`config.mk`:
```
export PLATFORM = sky130hd
export DESIGN_NAME = ddr_read_responder
export DESIGN_NICKNAME = d
export VERILOG_FILES = /design/src/rtl/config_pkg.sv /design/src/rtl/ddr_req_fifo.sv /design/src/rtl/ddr_read_responder.sv
export SDC_FILE = /design/constraint.sdc
export NUM_CORES = 1
export LEC_CHECK = 0
export CAP_MARGIN = 40
export CORE_MARGIN = 2
export CORE_UTILIZATION = 50
export CTS_CLUSTER_DIAMETER = 150
export DETAILED_ROUTE_END_ITERATION = 12
export GPL_ROUTABILITY_DRIVEN = 0
export GPL_TIMING_DRIVEN = 0
export PLACE_DENSITY_LB_ADDON = 0.3
export RECOVER_POWER = 50
export SYNTH_ARGS = -nofsm -noshare
export SYNTH_HDL_FRONTEND = slang
export SYNTH_SLANG_ARGS = --single-unit
export TNS_END_PERCENT = 100
```
`constraint.sdc`:
```
create_clock -name clk_i -period 5.45 [get_ports clk_i]
set_input_delay 0.545 -clock clk_i [delete_from_list [all_inputs] [get_ports clk_i]]
set_output_delay 0.545 -clock clk_i [all_outputs]
set_load 0.02 [all_outputs]
```
`src/rtl/config_pkg.sv`:
```
// rtl/config_pkg.sv - shared DDR read interface types and default sizing
package config_pkg;

  typedef logic [31:0] ddr_address_t;
  typedef logic [31:0] ddr_data_t;

  localparam int DDR_REQ_DEPTH       = 8;
  localparam int DDR_MAX_OUTSTANDING = 4;

endpackage

```
`src/rtl/ddr_req_fifo.sv`:
```
// rtl/ddr_req_fifo.sv - first-word fall-through request address FIFO
module ddr_req_fifo
  import config_pkg::*;
#(
  parameter int DEPTH = DDR_REQ_DEPTH
) (
  input  logic         clk_i,
  input  logic         rst_i,
  input  logic         push_i,
  input  logic         pop_i,
  input  ddr_address_t data_i,
  output ddr_address_t data_o,
  output logic         full_o,
  output logic         empty_o,
  output logic         drop_o
);

  localparam int AW = $clog2(DEPTH);

  logic [AW:0]  wr_q, wr_d;
  logic [AW:0]  rd_q, rd_d;
  ddr_address_t mem_q [DEPTH];
  logic         do_push;
  logic         do_pop;

  // Extra pointer bit distinguishes full from empty when the indices match.
  assign empty_o = (wr_q == rd_q);
  assign full_o  = (wr_q[AW] != rd_q[AW]) && (wr_q[AW-1:0] == rd_q[AW-1:0]);
  assign data_o  = mem_q[rd_q[AW-1:0]];

  always_comb begin
    do_pop  = pop_i && !empty_o;
    do_push = push_i && (!full_o || do_pop);
    drop_o  = push_i && full_o && !do_pop;
    wr_d    = wr_q + {{AW{1'b0}}, do_push};
    rd_d    = rd_q + {{AW{1'b0}}, do_pop};
  end

  always_ff @(posedge clk_i) begin
    if (rst_i) begin
      wr_q <= '0;
      rd_q <= '0;
    end else begin
      wr_q <= wr_d;
      rd_q <= rd_d;
    end
  end

  always_ff @(posedge clk_i) begin
    if (do_push) begin
      mem_q[wr_q[AW-1:0]] <= data_i;
    end
  end

endmodule

```
`src/rtl/ddr_read_responder.sv`:
```
// rtl/ddr_read_responder.sv - queues FU read requests, issues them to DRAM and returns data in order
module ddr_read_responder
  import config_pkg::*;
#(
  parameter int REQ_DEPTH       = DDR_REQ_DEPTH,
  parameter int MAX_OUTSTANDING = DDR_MAX_OUTSTANDING
) (
  input  logic         clk_i,
  input  logic         rst_i,
  input  ddr_address_t ddr_address_i,
  input  logic         ddr_r_en_i,
  output ddr_data_t    ddr_r_data_o,
  output logic         ddr_r_valid_o,
  output logic         mem_req_valid_o,
  input  logic         mem_req_ready_i,
  output ddr_address_t mem_req_addr_o,
  input  logic         mem_resp_valid_i,
  input  ddr_data_t    mem_resp_data_i,
  output logic         busy_o,
  output logic         overflow_o,
  output logic         resp_error_o
);

  localparam int CW = $clog2(MAX_OUTSTANDING + 1);
  localparam logic [CW-1:0] MAX_CNT = CW'(MAX_OUTSTANDING);

  logic          fifo_empty;
  logic          fifo_full;
  logic          fifo_drop;
  logic          req_hs;
  logic          resp_ok;
  logic [CW-1:0] outst_q, outst_d;
  ddr_data_t     data_q, data_d;
  logic          valid_q, valid_d;
  logic          overflow_q, overflow_d;
  logic          err_q, err_d;

  ddr_req_fifo #(
    .DEPTH (REQ_DEPTH)
  ) u_fifo (
    .clk_i   (clk_i),
    .rst_i   (rst_i),
    .push_i  (ddr_r_en_i),
    .pop_i   (req_hs),
    .data_i  (ddr_address_i),
    .data_o  (mem_req_addr_o),
    .full_o  (fifo_full),
    .empty_o (fifo_empty),
    .drop_o  (fifo_drop)
  );

  // Issue gate looks only at the registered count; a same-cycle response frees nothing.
  always_comb begin
    mem_req_valid_o = !fifo_empty && (outst_q < MAX_CNT);
    req_hs          = mem_req_valid_o && mem_req_ready_i;
    resp_ok         = mem_resp_valid_i && (outst_q != '0);

    outst_d = outst_q;
    if (req_hs && !resp_ok) begin
      outst_d = outst_q + CW'(1);
    end else if (!req_hs && resp_ok) begin
      outst_d = outst_q - CW'(1);
    end

    data_d     = resp_ok ? mem_resp_data_i : data_q;
    valid_d    = resp_ok;
    overflow_d = overflow_q | fifo_drop;
    err_d      = err_q | (mem_resp_valid_i && (outst_q == '0));
  end

  always_ff @(posedge clk_i) begin
    if (rst_i) begin
      outst_q    <= '0;
      data_q     <= '0;
      valid_q    <= 1'b0;
      overflow_q <= 1'b0;
      err_q      <= 1'b0;
    end else begin
      outst_q    <= outst_d;
      data_q     <= data_d;
      valid_q    <= valid_d;
      overflow_q <= overflow_d;
      err_q      <= err_d;
    end
  end

  assign ddr_r_data_o  = data_q;
  assign ddr_r_valid_o = valid_q;
  assign overflow_o    = overflow_q;
  assign resp_error_o  = err_q;
  assign busy_o        = !fifo_empty || (outst_q != '0);

  logic unused_full;
  assign unused_full = fifo_full;

endmodule

```
==> results by stage <==
Synthesis:
- The count of distinct cell types in the synthesized netlist is 33.
- The share of the synthesized area in the top cell type is 0.671.
- The flip-flop cell with the highest count after synthesis is edfxtp_1.
- Yosys instantiated no cell more often than edfxtp_1.
- For this run, the register share of the synthesized area comes to 0.751.
- The flip-flop and latch count after synthesis is 302.
- In the post-synthesis netlist, the biggest area contributors are edfxtp_1 67%, mux4_2 13%, dfxtp_1 8.0%.
- The net count after synthesis is 672.
- The netlist area before placement is 0.0115 sq mm.
- Synthesis handed over a netlist of ~600 instances.
- In this run, synthesis inferred 256 flip-flops with an integrated enable.
- The biggest area consumer among synthesized cells is edfxtp_1.
- Counting instances in the post-synthesis netlist gives the leading cell types as 256 x edfxtp_1, 69 x nand2_1, 64 x mux4_2.
- The count of warnings emitted by yosys is 0.
- The share of synthesized registers carrying an async set or reset is 0.
- The average footprint of a synthesized cell is 19.2 sq um.

Timing:
- The number of failing hold endpoints at the final stage was 0.
- On the final layout, the worst clock skew is around 10 ps.
- The tightest hold path in the finished design has a slack of 442 ps.
- The number of endpoints failing setup at the final stage is 0.
- The headroom to the max-slew limit is 0.317.
- The clock period minus final worst setup slack is 3420 ps.
- For the pin with the worst max-slew slack, the measured transition is 1020 ps.
- Setup repair after global routing left no endpoint under its margin.
- The number of max-slew violations in the final report is 0.
- Timing would allow up to 0.292 GHz.
- The share of the clock period used by the worst path is 0.628.

GRT:
- The first global-routing pass estimated 37,000 um of wire.
- Global routing finished with a remaining overflow of 0.
- The number of antenna violations at the first check in global routing is 3.
- The aggregate global-route resource usage is 0.202.
- Entering global routing, the biggest net connects 20 pins.
- The number of global-route vias before repair came to approximately 6,500.

Critical path:
- Of all nets on the critical path, the largest fanout is 10.
- Walking the worst path, the cells encountered are buf_1 > mux4_2 > mux2_2 > clkdlybuf4s50_1.
- The cell type of the slowest stage on the worst timing path is buf_1.
- The worst setup path is captured at a primary output.
- For this run, the slowest stage of the critical path takes 690 ps.
- The number of buffers and inverters on the critical path is 2.
- The required time of the critical path is roughly 4900 ps.
- At the worst endpoint, the arrival time is 2880 ps.
- The gate family responsible for the most delay along the worst path is buffers and inverters.
- The worst setup path is launched from a flip-flop.
- The critical path class is reg -> out.

Layout:
- The fraction of final layout cells with drive strength greater than 1 is 0.226.
- After the last flow step, the layout net total stands at roughly 860.
- The finished cells cover 0.0145 sq mm.
- The relative area change from synthesis to final layout is 26.7%.
- For this run, the number of standard cells in the final layout without fillers is 1,093.
- Measured on the finished design, the core utilization comes to 0.643.

Route:
- The DRC violations left is 0.
- The routed via count divided by cell count is 5.58.
- The sum of met3 wire segment lengths after detailed routing is approximately 1700 um.
- The routed design has 24,100 um of wire.
- After detailed routing, the met2 layer carries 12,300 um of wire.
- Once detail routing completed, the nets flagged for antenna violations numbered 0.
- The routed metal-1 wire length is 9710 um.
- The total number of vias is 6,100.
- The number of detailed-route iterations in the first pass is 6.
- The highest signal layer in the routed design is met4.
- The iteration-0 DRC count of the detailed router is 506.
- The detail-routed net length per standard cell is about 22 um.

Floorplanning:
- The die span in x is roughly 160 um.
- The I/O pin total is 138.
- The initial standard-cell utilization of the core is 0.508.
- The die is between 150 and 200 um tall.
- The total die area is 0.0241 sq mm.
- The number of rows in the core area is 55.
- The core outline area is 0.0226 sq mm.

Hold path:
- The path type of the worst min-delay path is in -> reg.

Pwr:
- The sequential fraction of design power is 0.446.
- The combinational cell fraction of total power is 0.220.
- In this run the static leakage power is 4.80 nW.
- For this design the total switching power over the nets is 1.56 mW.
- The worst-case IR drop observed on VDD is 0.000274 V.
- The share of total power consumed by net switching is 0.261.
- The cell-internal power is between 4 and 5 mW.
- The total power density per cell area is ~410 mW/mm^2.
- Of the total power, the clock network draws 0.334.

Placement:
- After detailed placement, the total cell area comes to 0.0135 sq mm.
- The port buffer count is 136.
- The post-placement cell count is a little over 1,000.
- The HPWL after detailed placement is around 15,000 um.

Clock network:
- The post-CTS setup repair buffer count is 0.
- The post-CTS clock slew at the launch and capture registers of the worst setup and hold paths is about 60 ps.
- In this run the number of H-tree levels came out at 1.
- The number of clock sinks is 302.
- The clock tree from TritonCTS is built.
- The clock insertion delay at the later pin of the skew report is 540 ps.
- The maximum clock insertion buffer count is 3.
- Counting the buffers created by CTS gives 30.
- The number of gates resized after CTS is 0.
- The number of buffers inserted by hold repair at cts is 0.
- The buffer type at the clock tree root is clkbuf_16.

Run:
- The tool flagged a number of max-cap violations equal to 0.

Run status:
- The flow ran to the end, and the final reports show no timing, DRC or antenna violations.
==> routing by layer <==
layer	up-vias	track usage
met5	-	0
met4	0	0.0433
met3	33	0.0443
met2	240	0.352
met1	3097	0.265
li1	2730	-
==> per-stage QoR <==
stage               power (mW)  setup slack [ps]  TNS, ps
detailed placement        4.06              1830        0
CTS                       6.05              2030        0
finish                    5.99              2030        0
floorplan                 3.53               321        0
global route              6.22              1950        0
global placement          3.98             -3650  -116640
==> logic make-up after synthesis <==
logic type               share of synthesized area
flip-flops                                   0.751
multiplexers                                 0.158
XOR/XNOR                                   0.00765
adder cells (fa/ha/maj)                    0.00721
AND/OR/NAND/NOR                             0.0374
buffers and inverters                       0.0168
AO/OA/AOI/OAI                               0.0214
==> registers in the layout (all words and copies together), names as in the netlist <==
register / count
u_fifo.mem_q: 256
ddr_r_data_o: 32
u_fifo.rd_q: 4
u_fifo.wr_q: 4
outst_q: 3
ddr_r_valid_o: 1
overflow_o: 1
resp_error_o: 1
==> layout by cell type, fill, tap and decap left out, drive strengths merged, types with 2 or more instances in the layout <==
master / count
mux4: 64
clkdlybuf4s50: 81
nor2: 12
diode: 3
mux2: 32
clkinv: 16
clkinvlp: 2
inv: 3
nand3: 5
dfxtp: 46
a21oi: 41
nand2: 69
buf: 34
dlygate4sd3: 55
nor3: 2
nor2b: 7
edfxtp: 256
ha: 5
bufinv: 3
clkbuf: 49
xor2: 8
xnor2: 2
==> final timing paths <==
check                           slack [ps]  cells after the start              from                  end
worst max-delay path                  2030                      4    u_fifo.rd_q[1]    mem_req_addr_o[6]
worst max register to register        2640                      6    u_fifo.rd_q[0]  u_fifo.mem_q[1][15]
worst min-delay path                   440                      2             rst_i       u_fifo.rd_q[1]
worst min register to register         460                      2  ddr_r_data_o[11]     ddr_r_data_o[11]
==> cell type report <==
type | count | area, sq um
inverter | 3 | 11.3
antenna | 3 | 7.51
clock buffer | 34 | 787
buffer | 32 | 178
tap | 285 | 357
clock inverter | 21 | 171
fill | 1550 | 8050
sequential | 302 | 8610
timing repair buffer | 153 | 1660
multi-input combinational | 260 | 2730
==> power groups by stage <==
stage / Combinational (mW) / Sequential [mW] / Clock (mW)
3_3_place_gp: 1.26 / 2.72 / 0
5_1_grt: 1.41 / 2.68 / 2.12
4_1_cts: 1.35 / 2.67 / 2.03
6_report: 1.31 / 2.67 / 2.00
3_5_place_dp: 1.34 / 2.72 / 0
2_1_floorplan: 0.760 / 2.77 / 0
No activity file was read; power rests on OpenSTA's default activity.
